File: src/rtl/jk_mod_counter_pkg.sv
// Shared JK cell mode encodings and the excitation helper that maps
// a bit transition (cur -> nxt) onto the {j,k} pair for one cell.
package jk_mod_counter_pkg;

   localparam logic [1:0] JK_HOLD   = 2'b00;
   localparam logic [1:0] JK_RESET  = 2'b01;
   localparam logic [1:0] JK_SET    = 2'b10;
   localparam logic [1:0] JK_TOGGLE = 2'b11;

   // Never returns JK_TOGGLE: a bit that must change is always forced explicitly.
   function automatic logic [1:0] jk_excite(input logic cur, input logic nxt);
      logic [1:0] jk;
      jk[1] = nxt & ~cur;
      jk[0] = ~nxt & cur;
      return jk;
   endfunction

endpackage

File: src/rtl/jk_mod_counter_cell.sv
// Single JK flip-flop with synchronous active-high reset to RST_VAL.
module jk_cell
   import jk_mod_counter_pkg::*;
#(
   parameter logic RST_VAL = 1'b0
) (
   input  logic clk,
   input  logic reset,
   input  logic j,
   input  logic k,
   output logic q
);

   always_ff @(posedge clk) begin
      if (reset) begin
         q <= RST_VAL;
      end else begin
         case ({j, k})
            JK_HOLD:   q <= q;
            JK_RESET:  q <= 1'b0;
            JK_SET:    q <= 1'b1;
            JK_TOGGLE: q <= ~q;
            default:   q <= q;
         endcase
      end
   end

endmodule

File: src/rtl/jk_mod_counter.sv
// Up/down modulo-MODULUS counter whose state bits are JK cells driven
// from the selected next value; also produces tc, wrap and load_err.
module jk_mod_counter
   import jk_mod_counter_pkg::*;
#(
   parameter int WIDTH     = 4,
   parameter int MODULUS   = 10,
   parameter int RESET_VAL = 0
) (
   input  logic             clk,
   input  logic             reset,
   input  logic             en,
   input  logic             up,
   input  logic             load,
   input  logic [WIDTH-1:0] load_val,
   output logic [WIDTH-1:0] q,
   output logic             tc,
   output logic             wrap,
   output logic             load_err
);

   if (MODULUS < 2 || MODULUS > (2 ** WIDTH) || RESET_VAL >= MODULUS || RESET_VAL < 0) begin : g_bad_params
      $error("jk_mod_counter: illegal WIDTH/MODULUS/RESET_VAL combination");
   end

   // Compare in WIDTH+1 bits so MODULUS = 2**WIDTH is representable.
   localparam logic [WIDTH:0]   MOD_EXT = (WIDTH+1)'(MODULUS);
   localparam logic [WIDTH:0]   MOD_M1  = (WIDTH+1)'(MODULUS - 1);
   localparam logic [WIDTH-1:0] RST_Q   = WIDTH'(RESET_VAL);

   logic [WIDTH:0]   q_ext;
   logic [WIDTH:0]   sum_ext;
   logic [WIDTH-1:0] nxt;
   logic [WIDTH-1:0] jv;
   logic [WIDTH-1:0] kv;
   logic             wrap_d;
   logic             err_d;

   assign q_ext = {1'b0, q};

   always_comb begin
      nxt     = q;
      wrap_d  = 1'b0;
      err_d   = 1'b0;
      sum_ext = '0;
      if (load) begin
         if ({1'b0, load_val} < MOD_EXT) begin
            nxt = load_val;
         end else begin
            nxt   = MOD_M1[WIDTH-1:0];
            err_d = 1'b1;
         end
      end else if (en) begin
         if (up) begin
            if (q_ext == MOD_M1) begin
               nxt    = '0;
               wrap_d = 1'b1;
            end else begin
               sum_ext = q_ext + 1'b1;
               nxt     = sum_ext[WIDTH-1:0];
            end
         end else begin
            if (q_ext == '0) begin
               nxt    = MOD_M1[WIDTH-1:0];
               wrap_d = 1'b1;
            end else begin
               sum_ext = q_ext - 1'b1;
               nxt     = sum_ext[WIDTH-1:0];
            end
         end
      end
   end

   always_comb begin
      jv = '0;
      kv = '0;
      for (int i = 0; i < WIDTH; i++) begin
         {jv[i], kv[i]} = jk_excite(q[i], nxt[i]);
      end
   end

   for (genvar gi = 0; gi < WIDTH; gi++) begin : g_cell
      jk_cell #(
         .RST_VAL (RST_Q[gi])
      ) u_cell (
         .clk   (clk),
         .reset (reset),
         .j     (jv[gi]),
         .k     (kv[gi]),
         .q     (q[gi])
      );
   end

   always_ff @(posedge clk) begin
      if (reset) begin
         wrap     <= 1'b0;
         load_err <= 1'b0;
      end else begin
         wrap     <= wrap_d;
         load_err <= err_d;
      end
   end

   assign tc = up ? (q_ext == MOD_M1) : (q_ext == '0);

endmodule

File: config.mk
export PLATFORM = sky130hd
export DESIGN_NAME = jk_mod_counter
export DESIGN_NICKNAME = d
export VERILOG_FILES = /design/src/rtl/jk_mod_counter_pkg.sv /design/src/rtl/jk_mod_counter_cell.sv /design/src/rtl/jk_mod_counter.sv
export SDC_FILE = /design/constraint.sdc
export NUM_CORES = 1
export LEC_CHECK = 0
export CORE_MARGIN = 2
export CORE_UTILIZATION = 40
export DETAILED_ROUTE_END_ITERATION = 12
export PLACE_DENSITY = 0.77
export SLEW_MARGIN = 20
export SYNTH_ARGS = -nofsm -noshare
export SYNTH_HDL_FRONTEND = slang
export SYNTH_SLANG_ARGS = --single-unit
File: constraint.sdc
create_clock -name clk -period 2.6 [get_ports clk]
set_input_delay 0.52 -clock clk [delete_from_list [all_inputs] [get_ports clk]]
set_output_delay 0.52 -clock clk [all_outputs]
set_load 0.1 [all_outputs]
==> impl_metrics.tcl <==
set metrics [dict create \
    setup-violations-final 0 \
    synth_area_sq_um 581 \
    cts_tree "yes" \
    die-area_sq_um 1770 \
    area_delta_synth_final_pct 28.2 \
    fin_crit_ns 2.45 \
    r2r-start "g_cell[0].u_cell.q$_SDFFE_PP0P_" \
    cap_violations 0 \
    drtIter0Drc 17 \
    path_clk_slew_ns 0.04 \
    fin_crit_sh_pct 94.3 \
    layout_commonest_cell "clkdlybuf4s50_1" \
    end_kind "output pin" \
    ir_worst_vdd_mv 0.398 \
    worst-r2r-setup-slack_ns 0.43 \
    r2r_end "g_cell[1].u_cell.q$_SDFFE_PP0P_" \
    clk_path_buf_depth 2 \
    rsz0062_at_grt "no" \
    grt_max_degree 12 \
    antenna_found_initial 0 \
    synth_cells 74 \
    vias 563 \
    ys_warn_count 0 \
    crit_slowest_cell "clkdlybuf4s50_1" \
    cts-buffers-inserted 3 \
    finClkSkew_ns 0.000179 \
    die_x_um 42.1 \
    synth_top_area_cell "dfxtp_1" \
    gr-usage-met3_pct 1.72 \
    synth_cell_types 32 \
    nNetsFinal 103 \
    synthTopCellsByArea "dfxtp_1 21%, ha_1 15%, mux2i_1 6.9%" \
    required_ns 2.08 \
    grt_pass1_vias 518 \
    hold_path.class "register to register" \
    timing.fmax_ghz 0.408 \
    ant_nets 0 \
    path_class "primary input to output pin" \
    post_cts_resized 0 \
    status "finished clean" \
    final_layout_size_suffix_gt1_share_pct 18.8 \
    synth_enable_flop_cells 0 \
    drt_wl_total_um 1320 \
    cp_cell_sequence "clkdlybuf4s50_1, or3b_4, a21oi_4, buf_4, buf_12" \
    finalSetupTns_ns 0 \
    synthArstFlopShare_pct 0 \
    dominantRegCellSynth "dfxtp_1" \
    crit_fanout 9 \
    postSynthAreaPerCell_sq_um 7.85 \
    postCtsHoldBufs 0 \
    use_met1_pct 19.8 \
    powerDensity_nw_per_um2 716 \
    io_buffers 15 \
    n_antenna_cell 0 \
    clock_latency_ns 0.24 \
    grt_util_all_layers_pct 15.5 \
    htreeDepth 1 \
    yosys.area.top_type_share_pct 20.7 \
    relSlewSlack_pct 75.2 \
    synth_seq_cells 6 \
    die_h_um 42.1 \
    clkSinkCount 6 \
    route.detailed.drc 0 \
    cp-start-kind "primary input" \
    slew_viol_final 0 \
    critical_path_arrival_ns 1.93 \
    final_cell_mix "8 x clkdlybuf4s50_1, 7 x nor2_1, 7 x buf_4, 6 x ha_1, 6 x dfxtp_1" \
    min_path_cells 2 \
    grt_pass1_wl_um 2170 \
    grt_util_met2_pct 25.6 \
    gp_congestion 0.798 \
    holdWs_ns 0.638 \
    wl_per_cell_um 13.2 \
    postCtsSetupRepairBufs 0 \
    io_pins 16 \
    min_to "g_cell[1].u_cell.q$_SDFFE_PP0P_" \
    critPathMaxStageDelay_ns 0.54 \
    tightest_slew_ns 0.371 \
    syn-num-nets 90 \
    rows 13 \
    dp_hpwl_um 981 \
    drt_first_pass_iters 4 \
    core_region_area_sq_um 1330 \
    hold_viol 0 \
    power_leakage_nw 0.329 \
    ff2ff_path_depth 9 \
    viasPerCell 5.63 \
    grt_overflow 0 \
    seq_area_frac_synth_pct 20.7 \
    utilization_pct 55.8 \
    total_power_mw 0.533 \
    busiest_layer "met2" \
    min_from "g_cell[1].u_cell.q$_SDFFE_PP0P_" \
    cts_root_buffer "clkbuf_4" \
    initial_utilization_pct 43.5 \
]
report_power, final:
part	switching [mW]	internal (mW)	total, mW	leakage [nW]
clock network	0.0310	0.0520	0.0830	0.0138
logic	0.200	0.120	0.321	0.266
registers	0.0252	0.104	0.129	0.0490
total	0.257	0.276	0.533	0.329
synthesized netlist by cell type (all sizes together) (2+ instances only):
library cell and number:
o21ai 3, and3 3, a21oi 5, dfxtp 6, nor4 2, clkbuf 3
nand2 4, o22ai 2, nor2 7, o21a 3, buf 5, inv 5
ha 7, mux2i 4
how the worst max path moves through the flow:
stage / start / endpoint / slack (ns) / cells past startpoint
after floorplan: g_cell[0].u_cell.q$_SDFFE_PP0P_ / g_cell[1].u_cell.q$_SDFFE_PP0P_ / 0.02 / 10
after detailed placement: up / g_cell[1].u_cell.q$_SDFFE_PP0P_ / 0.07 / 8
after global placement: up / g_cell[1].u_cell.q$_SDFFE_PP0P_ / 0.12 / 8
after CTS: up / tc / 0.16 / 5
final: up / tc / 0.15 / 5
after global routing: up / tc / 0.09 / 5
state kept, by name, summed over array words and instances (netlist names):
register and cells:
load_err 1, g_cell.u_cell.q 4, wrap 1
per-stage QoR:
step | setup WS [ns] | instance area (sq um) | std cells
after floorplan | 0.0217 | 613 | 74
after global placement | 0.121 | 722 | 97
after detailed placement | 0.0743 | 722 | 97
after CTS | 0.155 | 744 | 100
after global routing | 0.0947 | 744 | 100
final | 0.147 | 744 | 100
metal layers:
layer / wire length, um / vias to the layer above
met5: 0 / -
met4: 0 / 0
met3: 93 / 0
met2: 581 / 26
met1: 641 / 253
li1: - / 284
area by class of cell:
class | instances | area, sq um
Fill cell | 138 | 589
Multi-Input combinational cell | 55 | 412
Timing Repair Buffer | 16 | 153
Sequential cell | 6 | 120
Clock buffer | 3 | 22.5
Inverter | 5 | 18.8
Tap cell | 15 | 18.8
cells by family after synthesis:
logic type      Yosys count  share of synthesized area (%)
buf+inv                  13                           12.3
mux                       4                           6.90
fa+ha+maj                 7                           15.1
simple gates             24                           22.0
flops                     6                           20.7
compound gates           20                           23.1
critical path, delay by kind of cell:
family | cells | cell delay [ns]
AND/OR/NAND/NOR | 1 | 0.44
buffers and inverters | 3 | 0.84
AO/OA/AOI/OAI | 1 | 0.13
No activity file was read; power rests on OpenSTA's default activity.
